### src/rtl/gf2_mask_share_gen.sv
// Splits an unmasked GF(2^2) operand pair into SHARES Boolean shares plus fresh DOM randomness.
// One-cycle registered latency; the output register holds under stall, and a reseed request blocks accept.
module gf2_mask_share_gen #(
  parameter int          SHARES = 3,
  parameter logic [31:0] SEED   = 32'h0000_0001
) (
  input  logic                         ClkxCI,
  input  logic                         RstxRI,
  input  logic                         InValidxSI,
  output logic                         InReadyxSO,
  input  logic [1:0]                   XxDI,
  input  logic [1:0]                   YxDI,
  input  logic                         SeedValidxSI,
  input  logic [31:0]                  SeedxDI,
  output logic                         OutValidxSO,
  input  logic                         OutReadyxSI,
  output logic [2*SHARES-1:0]          _XxDO,
  output logic [2*SHARES-1:0]          _YxDO,
  output logic [SHARES*(SHARES-1)-1:0] _ZxDO,
  output logic [15:0]                  OpCntxDO
);

  localparam int MW = 2 * (SHARES - 1);
  localparam int ZW = SHARES * (SHARES - 1);

  logic [31:0]         s;
  logic [31:0]         s_step;
  logic                accept;
  logic [2*SHARES-1:0] x_sh;
  logic [2*SHARES-1:0] y_sh;
  logic [1:0]          x0;
  logic [1:0]          y0;
  logic [ZW-1:0]       z_new;

  assign InReadyxSO = !RstxRI && !SeedValidxSI && (!OutValidxSO || OutReadyxSI);
  assign accept     = InValidxSI && InReadyxSO;

  // The step is invertible, so a nonzero state never maps to zero; the guard only backs that up.
  always_comb begin
    s_step = {s[30:0], s[31] ^ s[21] ^ s[1] ^ s[0]};
    if (s_step == 32'd0) s_step = SEED;
  end

  always_comb begin
    x0   = XxDI;
    y0   = YxDI;
    x_sh = '0;
    y_sh = '0;
    for (int k = 1; k < SHARES; k++) begin
      x_sh[2*k +: 2] = s[2*(k-1) +: 2];
      y_sh[2*k +: 2] = s[MW + 2*(k-1) +: 2];
      x0 = x0 ^ s[2*(k-1) +: 2];
      y0 = y0 ^ s[MW + 2*(k-1) +: 2];
    end
    x_sh[1:0] = x0;
    y_sh[1:0] = y0;
  end

  assign z_new = s[2*MW +: ZW];

  always_ff @(posedge ClkxCI) begin
    if (RstxRI) begin
      s           <= SEED;
      OutValidxSO <= 1'b0;
      _XxDO       <= '0;
      _YxDO       <= '0;
      _ZxDO       <= '0;
      OpCntxDO    <= 16'd0;
    end else begin
      if (SeedValidxSI) begin
        s <= (SeedxDI == 32'd0) ? SEED : SeedxDI;
      end else if (accept) begin
        s <= s_step;
      end

      if (accept) begin
        OutValidxSO <= 1'b1;
        _XxDO       <= x_sh;
        _YxDO       <= y_sh;
        _ZxDO       <= z_new;
        OpCntxDO    <= OpCntxDO + 16'd1;
      end else if (OutValidxSO && OutReadyxSI) begin
        OutValidxSO <= 1'b0;
      end
    end
  end

endmodule

### config.mk
export PLATFORM = sky130hd
export DESIGN_NAME = gf2_mask_share_gen
export DESIGN_NICKNAME = d
export VERILOG_FILES = /design/src/rtl/gf2_mask_share_gen.sv
export SDC_FILE = /design/constraint.sdc
export NUM_CORES = 1
export LEC_CHECK = 0
export BUFFER_PORTS_ARGS = -buffer_cell sky130_fd_sc_hd__clkbuf_2
export CORE_UTILIZATION = 53
export CTS_CLUSTER_DIAMETER = 100
export DETAILED_ROUTE_END_ITERATION = 10
export GPL_TIMING_DRIVEN = 0
export PLACE_DENSITY = 0.88
export SLEW_MARGIN = 20
export SYNTH_ARGS = -nofsm -noshare
export SYNTH_HDL_FRONTEND = slang
export SYNTH_SLANG_ARGS = --single-unit
### constraint.sdc
create_clock -name ClkxCI -period 2.5 [get_ports ClkxCI]
set_input_delay 0.375 -clock ClkxCI [delete_from_list [all_inputs] [get_ports ClkxCI]]
set_output_delay 0.375 -clock ClkxCI [all_outputs]
set_load 0.05 [all_outputs]
-- After elaboration in Yosys (flattened, before gate mapping)
Cells that the tools add are included.
- bitwise logic cells: 7
- mux-type cells: 6
- reductions and logical operators: 12
- add/sub/neg operators: 1
- operators by type and width (kind ; count):
    two-way mux 32 bit ; 4
    logical NOT 32 bit ; 2
    adder 16 x 1 -> 16 bit (second input constant) ; 1
    XOR 2 bit ; 4
    logical AND 1 bit ; 4
    nonzero test 2 bit ; 2
    logical NOT 1 bit ; 3
    XOR 1 bit ; 3
    two-way mux 1 bit ; 2
    logical OR 1 bit ; 1
- input bits: 41
- flip-flop bits (word level): 67
- logic and storage cells: 32
- output and inout bits: 36

-- Longest topological paths before layout
- depth in word-level cells: 7
- gate-level depth with buffers: 8
- depth with buffers taken out: 7

-- Worst setup path after synthesis
OpenSTA, ideal clock, no wires.
- kind: input to output
- start: input RstxRI
- end: output InReadyxSO
- data required time: 2.125 ns
- stages on the path: 4
- path buffers: 3
- arrival time: 2.024 ns
- setup slack: 0.101 ns
- cell sequence: buf_2 buf_1 buf_1 nor3_1
- word-level cells in the longest chain between the ends: 3
- ends and longest elaborated chain (item ; RTL line ; source):
    from (decl) ; 8 ; input logic RstxRI,
    logical NOT 1 bit ; 35 ; assign InReadyxSO = !RstxRI && !SeedValidxSI && (!OutValidxSO || OutReadyxSI);
    logical AND 1 bit (2 in series) ; 35 ;
    to (decl) ; 10 ; output logic InReadyxSO,
Every way passes these cells.

-- Worst setup path in the final report
Ends and elaborated chain as after synthesis.

==> run metrics <==
Critical Path Sink=InReadyxSO; worst setup margin=approximately 0.35 ns; largest net degree at the start of global routing=14; cell count after synthesis=355; Core Area=around 0.0056 mm²; vias per cell=5.83; Pins Over Slew Limit=0; final-report hold violation count=0; Cell variety after synth=38; ys async rst share=0; Initial Util=0.555; drt drc=0; depth of the worst register-to-register path=8; number of nets in the layout=484; clock tree sinks=67; WL final=7770 µm; critical setup path kind=primary input to output pin; power density over cell area=612 mW/mm²; fin crit period=2.15 ns; DRT iter0 DRCs=192; P_leak=roughly 1.5 nW; yosys warns=0; EDFF count, synth=0; GRT overflow=0; full die area=0.00615 mm²; Place WS=a little under 0.4 ns; Worst R2R Setup Slack=0.41 ns; CTS Root Cell=clkbuf_8; slew margin rel.=0.626; Most used DFF post-synth=dfxtp_1; Ports=a little under 80; Core Util, Final=0.671; RSZ-0062 raised after global routing=false; Final Cycle Share=0.859; Critical Path Start Type=primary input; most common cell after layout, fill and taps aside=clkbuf_2; Total GRT Usage=0.270; CTS tree=yes; first-pass GRT wire length=12800 µm; Clk pin slew, worst setup/hold paths=0.07 ns; Antenna Nets Post-Route=0; row cnt=27; maximum clock rate=465 MHz; H-tree depth=3; Seq/Total Area, Yosys=0.433; clk_skew=0.00987 ns; initial antenna violation count=0; Critical Path RT=2.12 ns; clock latency on the worst-skew pair=0.36 ns; ant diodes=0; synthesized area=~0.0031 mm²; Worst R2R End=s[0]; TritonCTS buffer count=9; die height=78.4 µm; FF-to-FF Start=s[1]; max-cap violation count=0; clock buffer depth=2; Design Power=2.29 mW; post-CTS sizing=0; number of global-route vias before repair=2791; share of cells above drive strength 1=0.242; most frequent cells in the layout=clkbuf_2 (75), dfxtp_1 (67), nand2_1 (42); HPWL after DPL=5630 µm; postcts setup bufs=0; FF+latch count, synth=67; syn_area_per_cell=8.72 µm²; Worst EP arrival=1.77 ns; # hold bufs at CTS=0; critical path peak fanout=10; First-pass DRT Iterations=5; Die W=about 80 µm; VDD IR max=between 0.0003 and 0.0004 V; Hold/Removal Path Class=primary input to flip-flop; GP Congestion=0.825; Setup Viol. Count Final=0; Worst-Margin Slew=about 0.56 ns; CP startpoint=RstxRI; Syn Nets=between 300 and 400; TNS Setup=0 ns; kind of end point of the critical path=output pin; Port Buf Inserts=75; Avg WL per Cell=15.0 µm; status=completed; via count=between 3000 and 4000; P&R area growth vs syn=20.8%; WHS=0.297 ns
-- metal layers --
layer	GRT usage	part of all wire	vias to the layer above
met5	0	0	-
met4	0.148	0.023	0
met3	0.0512	0.066	14
met2	0.427	0.46	133
met1	0.346	0.45	1399
li1	-	-	1472
-- registers in the layout (all words and copies together) (netlist names) --
| signal | cells |
|---|---|
| _XxDO | 6 |
| _YxDO | 6 |
| s | 32 |
| _ZxDO | 6 |
| OpCntxDO | 16 |
| OutValidxSO | 1 |
-- metrics by stage --
step	cells	cell area, µm²
3_5_place_dp	502	3560
3_3_place_gp	502	3560
4_1_cts	518	3740
2_1_floorplan	355	3100
5_1_grt	518	3740
6_report	518	3740
-- cell usage after synthesis (2+ instances only) --
master / n / share of area
nor3_1: 2 / 0.0032
a21oi_1: 34 / 0.055
nor4_1: 17 / 0.034
nand4_1: 8 / 0.016
a211oi_1: 30 / 0.073
buf_2: 6 / 0.0097
buf_1: 2 / 0.0024
inv_2: 2 / 0.0024
or3_1: 5 / 0.010
nand2_1: 42 / 0.051
or4_1: 6 / 0.015
nor2_1: 33 / 0.040
o21ai_0: 8 / 0.013
dfxtp_1: 67 / 0.43
ha_1: 2 / 0.0081
inv_1: 5 / 0.0061
buf_6: 2 / 0.0073
xnor2_1: 10 / 0.028
mux2i_1: 31 / 0.10
o31ai_1: 7 / 0.017
nor2b_1: 2 / 0.0040
clkbuf_1: 14 / 0.017
nand3_1: 5 / 0.0081
-- logic make-up (layout without fill, tap and decap cells) --
group                    after synthesis  count (layout)  synth area share
AO/OA/AOI/OAI                         82              82             0.166
buffers and inverters                 32             123            0.0473
multiplexers                          32              32             0.104
XOR/XNOR                              11              11            0.0311
flip-flops                            67              67             0.433
AND/OR/NAND/NOR                      129             129             0.210
adder cells (fa/ha/maj)                2               2           0.00808
-- area by class of cell --
| type | count | area [µm²] |
|---|---|---|
| inverter | 7 | 26.3 |
| multi-input combinational | 256 | 1610 |
| clock buffer | 9 | 124 |
| tap | 72 | 90.1 |
| clock inverter | 7 | 53.8 |
| sequential | 67 | 1340 |
| buffer | 25 | 120 |
| fill | 473 | 1840 |
| timing repair buffer | 75 | 375 |
-- report_power, final --
part	switching, mW	internal [mW]
sequential	0.0490	1.12
clock	0.451	0.366
combinational	0.185	0.124
-- critical path: stages --
cell and delay, ns:
buf_2 0.20, buf_1 0.40, buf_1 0.43, nor3_1 0.11, clkbuf_2 0.25
-- how the worst min path moves through the flow --
stage	startpoint	to	slack (ns)	depth (start not counted)
floorplan	s[11]	_ZxDO[3]	0.46	2
global placement	_YxDO[0]	_YxDO[0]	0.44	2
detailed placement	_YxDO[0]	_YxDO[0]	0.44	2
CTS	SeedxDI[19]	s[19]	0.29	3
global route	SeedxDI[9]	s[9]	0.31	3
finish	SeedxDI[26]	s[26]	0.30	3
No activity file was read; power rests on OpenSTA's default activity.
